File: src/rtl/uart_tx_ctrl.sv
// UART transmit frame sequencer: walks start, data (LSB first), optional parity
// and stop phases, driving the TX mux select plus the serial data and parity bits.
module uart_tx_ctrl #(
  parameter int DATA_WIDTH = 8,
  parameter int PRESCALE_W = 6
) (
  input  logic                  CLK,
  input  logic                  RST,
  input  logic [DATA_WIDTH-1:0] P_DATA,
  input  logic                  DATA_VALID,
  input  logic                  PAR_EN,
  input  logic                  PAR_TYP,
  input  logic [PRESCALE_W-1:0] prescale,
  output logic [1:0]            mux_sel,
  output logic                  ser_data,
  output logic                  par_bit,
  output logic                  busy,
  output logic [2:0]            fsm_state
);

  // Handshake: DATA_VALID is level-sampled with no ready; it is accepted only in
  // IDLE or on the final STOP cycle, and busy=1 means any other strobe is ignored.

  localparam int CNT_W = (DATA_WIDTH > 1) ? $clog2(DATA_WIDTH) : 1;
  localparam logic [CNT_W-1:0] LAST_BIT = CNT_W'(DATA_WIDTH - 1);

  localparam logic [1:0] SEL_START  = 2'b00;
  localparam logic [1:0] SEL_IDLE   = 2'b01;
  localparam logic [1:0] SEL_DATA   = 2'b10;
  localparam logic [1:0] SEL_PARITY = 2'b11;

  typedef enum logic [2:0] {
    IDLE   = 3'd0,
    START  = 3'd1,
    DATA   = 3'd2,
    PARITY = 3'd3,
    STOP   = 3'd4
  } state_t;

  state_t                state, state_n;
  logic [DATA_WIDTH-1:0] shift_reg, shift_n, shifted;
  logic [CNT_W-1:0]      bit_cnt, bit_cnt_n;
  logic [PRESCALE_W-1:0] pre_cnt, pre_cnt_n;
  logic [PRESCALE_W-1:0] pre_lat, pre_lat_n;
  logic                  par_en_lat, par_en_n;
  logic                  ser_n, par_n, busy_n;
  logic [1:0]            mux_n;
  logic                  bit_end, do_load;

  assign bit_end   = (pre_cnt == pre_lat - 1'b1);
  assign fsm_state = state;

  always_comb begin
    state_n   = state;
    shift_n   = shift_reg;
    shifted   = shift_reg >> 1;
    bit_cnt_n = bit_cnt;
    pre_cnt_n = pre_cnt;
    pre_lat_n = pre_lat;
    par_en_n  = par_en_lat;
    ser_n     = ser_data;
    par_n     = par_bit;
    do_load   = 1'b0;
    mux_n     = SEL_IDLE;
    busy_n    = 1'b0;

    case (state)
      IDLE: begin
        if (DATA_VALID) do_load = 1'b1;
      end
      START: begin
        if (bit_end) begin
          pre_cnt_n = '0;
          bit_cnt_n = '0;
          ser_n     = shift_reg[0];
          state_n   = DATA;
        end else begin
          pre_cnt_n = pre_cnt + 1'b1;
        end
      end
      DATA: begin
        if (bit_end) begin
          pre_cnt_n = '0;
          if (bit_cnt == LAST_BIT) begin
            state_n = par_en_lat ? PARITY : STOP;
          end else begin
            shift_n   = shifted;
            ser_n     = shifted[0];
            bit_cnt_n = bit_cnt + 1'b1;
          end
        end else begin
          pre_cnt_n = pre_cnt + 1'b1;
        end
      end
      PARITY: begin
        if (bit_end) begin
          pre_cnt_n = '0;
          state_n   = STOP;
        end else begin
          pre_cnt_n = pre_cnt + 1'b1;
        end
      end
      STOP: begin
        if (bit_end) begin
          pre_cnt_n = '0;
          // Back-to-back frames skip IDLE so the line never idles between them.
          if (DATA_VALID) do_load = 1'b1;
          else            state_n = IDLE;
        end else begin
          pre_cnt_n = pre_cnt + 1'b1;
        end
      end
      default: state_n = IDLE;
    endcase

    if (do_load) begin
      shift_n   = P_DATA;
      par_en_n  = PAR_EN;
      pre_lat_n = (prescale == '0) ? PRESCALE_W'(1) : prescale;
      par_n     = (^P_DATA) ^ PAR_TYP;
      pre_cnt_n = '0;
      bit_cnt_n = '0;
      state_n   = START;
    end

    // Outputs are registered, so they are decoded from the next state.
    case (state_n)
      START:   mux_n = SEL_START;
      DATA:    mux_n = SEL_DATA;
      PARITY:  mux_n = SEL_PARITY;
      default: mux_n = SEL_IDLE;
    endcase
    busy_n = (state_n != IDLE);
  end

  always_ff @(posedge CLK) begin
    if (!RST) begin
      state      <= IDLE;
      shift_reg  <= '0;
      bit_cnt    <= '0;
      pre_cnt    <= '0;
      pre_lat    <= PRESCALE_W'(1);
      par_en_lat <= 1'b0;
      ser_data   <= 1'b0;
      par_bit    <= 1'b0;
      mux_sel    <= SEL_IDLE;
      busy       <= 1'b0;
    end else begin
      state      <= state_n;
      shift_reg  <= shift_n;
      bit_cnt    <= bit_cnt_n;
      pre_cnt    <= pre_cnt_n;
      pre_lat    <= pre_lat_n;
      par_en_lat <= par_en_n;
      ser_data   <= ser_n;
      par_bit    <= par_n;
      mux_sel    <= mux_n;
      busy       <= busy_n;
    end
  end

endmodule

File: config.mk
export PLATFORM = sky130hd
export DESIGN_NAME = uart_tx_ctrl
export DESIGN_NICKNAME = d
export VERILOG_FILES = /design/src/rtl/uart_tx_ctrl.sv
export SDC_FILE = /design/constraint.sdc
export NUM_CORES = 1
export LEC_CHECK = 0
export ABC_AREA = 1
export CAP_MARGIN = 20
export CORE_ASPECT_RATIO = 0.7
export CORE_UTILIZATION = 40
export CTS_CLUSTER_DIAMETER = 40
export DETAILED_ROUTE_END_ITERATION = 7
export GPL_ROUTABILITY_DRIVEN = 1
export PLACE_DENSITY = 0.69
export SYNTH_ARGS = -nofsm -noshare
export SYNTH_HDL_FRONTEND = slang
export SYNTH_SLANG_ARGS = --single-unit
File: constraint.sdc
create_clock -name CLK -period 2.45 [get_ports CLK]
set_clock_uncertainty 0.15 [all_clocks]
set_input_delay 0.49 -clock CLK [delete_from_list [all_inputs] [get_ports CLK]]
set_output_delay 0.49 -clock CLK [all_outputs]
set_load 0.01 [all_outputs]
==> impl_metrics.tcl <==
set metrics [dict create \
    async_flop_share_pct 0 \
    io-pin-count 27 \
    clock_sinks 32 \
    power_leakage_nw 1.06 \
    end_kind "register" \
    numCtsBuffers 5 \
    syn_area_um2 1890 \
    reg2reg_to "shift_reg[2]" \
    synth-edff-count 0 \
    gp_congestion 0.834 \
    hp-class "reg -> reg" \
    io_buffers 26 \
    grt-ovfl-total 0 \
    crit_chain "inv_2 > ha_1 > xnor2_1 > nor2_4 > nand3_4 > nor2_4 > nor2_2 > nor2_4 > buf_4 > nand2_1 > nand2_1 > nand2_1 > nand2_1" \
    first_pass_iters 8 \
    rr_startpoint "pre_lat[0]" \
    path_depth 13 \
    antenna_found_initial 0 \
    slowest_delay_ns 0.39 \
    critPathLaunchType "register" \
    syn_inst 274 \
    synth_top_area_cell "dfxtp_1" \
    timing_hold_violations_final 0 \
    critical_path_arrival_ns 2.38 \
    synth_flop_cell "dfxtp_1" \
    ys_warn_count 0 \
    postLayoutCellArea_um2 2340 \
    synth_top_area_share_pct 33.9 \
    whs_ns 0.319 \
    vias 1768 \
    cts_tree "yes" \
    fin_crit_sh_pct 93.3 \
    cp_top_family "simple AND/OR/NAND/NOR gates" \
    largest_reg_flops 8 \
    worstPathRequired_ns 2.54 \
    maxSlewHeadroom_pct 75.5 \
    period_needed_ns 2.29 \
    r2r_cells 13 \
    setup_viol 0 \
    ys_seq_area_share_pct 33.9 \
    wl_mm 4.37 \
    cp_common_cell "nand2_1" \
    drive_above_1_share_pct 12.8 \
    grt_use_total_pct 20.0 \
    power.total_mw 1.49 \
    viasPerCell 4.80 \
    cpMaxStageDelayCell "dfxtp_1" \
    layout_common_cells "nand2_1 (72), nand3_1 (32), dfxtp_1 (32), inv_1 (29), clkdlybuf4s50_1 (26)" \
    synth-seq-cells 32 \
    syn2layout_area_growth_pct 23.9 \
    syn_nets 297 \
    core-area_um2 4430 \
    critPathBufInv 2 \
    diodes 0 \
    crit_type "reg -> reg" \
    final_common_cell "nand2_1" \
    syn_avg_cell_area_um2 6.90 \
    die_area_um2 5010 \
    insertion_delay_ns 0.29 \
    die_height_um 59.5 \
    powerDensity_nw_per_um2 636 \
    hold_depth 2 \
    drtAntennaViolNets 0 \
    nets 335 \
    grt_pass1_vias 1563 \
    ir_worst_vdd_mv 0.212 \
    ys_types 32 \
    path_clk_slew_ns 0.07 \
    ctsHoldBuffers 0 \
    htree_levels 2 \
    rrSetupSlack_ns 0.16 \
    place_inst 353 \
    grt_max_degree 28 \
    grt_pass1_wl_mm 7.52 \
    drc 2 \
    crit_start "pre_lat[0]" \
    maxCapViolations 0 \
    place_hpwl_mm 3.30 \
    tightest_slew_ns 0.365 \
    rsz0062_at_grt "no" \
    placed_area_um2 2200 \
    start_util_pct 42.7 \
    instances_no_fill 368 \
    cts_root_buf "clkbuf_8" \
    crit_path_end "shift_reg[2]" \
    drt-initial-drc-count 147 \
    fin_setup_tns_ns 0 \
    fp.dieW_um 84.2 \
    drv_slew 0 \
    clockBufferDepth 2 \
    wl_per_cell_um 11.9 \
    violations "design-rule violations" \
    rows 20 \
    status "complete, but fails checks" \
    ys_top_cells_by_area "dfxtp_1 (34%), nand2_1 (14%), nand3_1 (8.5%)" \
    clock.fmax_ghz 0.437 \
    crit_fanout 9 \
]
-- per-stage QoR --
stage / util (%) / setup WS (ns)
2_1_floorplan: - / 0.470
3_3_place_gp: 49.6 / 0.210
3_5_place_dp: 49.6 / 0.141
4_1_cts: 51.7 / 0.128
5_1_grt: 52.9 / 0.00289
6_report: 52.9 / 0.163
-- worst min-delay path: cells and delay by family (launching register included) --
kind	cells	cell delay (ns)
compound gates	1	0.06
buf+inv	1	0.06
flops	1	0.31
-- cells by family after synthesis --
family | Yosys count | share of synthesized area (%)
adder cells (fa/ha/maj) | 4 | 2.65
buffers and inverters | 38 | 8.73
AND/OR/NAND/NOR | 154 | 39.0
AO/OA/AOI/OAI | 34 | 10.3
XOR/XNOR | 12 | 5.56
flip-flops | 32 | 33.9
-- what timing repair did --
action	4_1_cts	5_1_grt
setup buffers	0	7
hold endpoints to repair	0	0
gates resized for setup	0	0
setup endpoints to repair	0	15
-- power by group --
| group | switching (mW) | total [mW] | leakage [nW] | internal [mW] |
|---|---|---|---|---|
| Clock | 0.199 | 0.423 | 0.0510 | 0.224 |
| Sequential | 0.0365 | 0.604 | 0.262 | 0.567 |
| Combinational | 0.263 | 0.465 | 0.749 | 0.202 |
| Total | 0.499 | 1.49 | 1.06 | 0.993 |
-- layer usage --
metal,GRT usage (%),share of wire (%),vias to the layer above
met3,4.60,5.8,5
met2,26.9,37,42
met5,0,0,-
met1,29.5,55,762
li1,-,-,959
met4,9.85,1.2,0
-- cell type report --
class | count | area (um^2)
Clock buffer | 6 | 82.6
Clock inverter | 2 | 10.0
Fill cell | 451 | 2090
Inverter | 34 | 128
Multi-Input combinational cell | 204 | 1090
Sequential cell | 32 | 641
Tap cell | 55 | 68.8
Timing Repair Buffer | 35 | 328
-- worst min path at each step --
| stage | start | endpoint |
|---|---|---|
| after floorplan | pre_lat[5] | pre_lat[5] |
| after global placement | bit_cnt[1] | bit_cnt[1] |
| after detailed placement | bit_cnt[1] | bit_cnt[1] |
| after CTS | bit_cnt[1] | bit_cnt[1] |
| after global routing | bit_cnt[1] | bit_cnt[1] |
| final | pre_lat[5] | pre_lat[5] |
-- synth_stat cells, types with 2 or more instances --
master	count
nand2_1	72
ha_1	4
o21ai_2	2
inv_2	4
o21ai_0	4
nor2_1	23
nand3_1	32
nand2_2	3
nor3_1	2
a21oi_1	17
nand4_1	2
dfxtp_1	32
inv_1	29
xnor2_1	6
o21ai_1	8
nand3b_1	4
nor2_2	3
nor2_4	5
nand3_2	2
xor2_1	6
buf_6	3
Note: power is estimated with default switching activity, not from simulation.
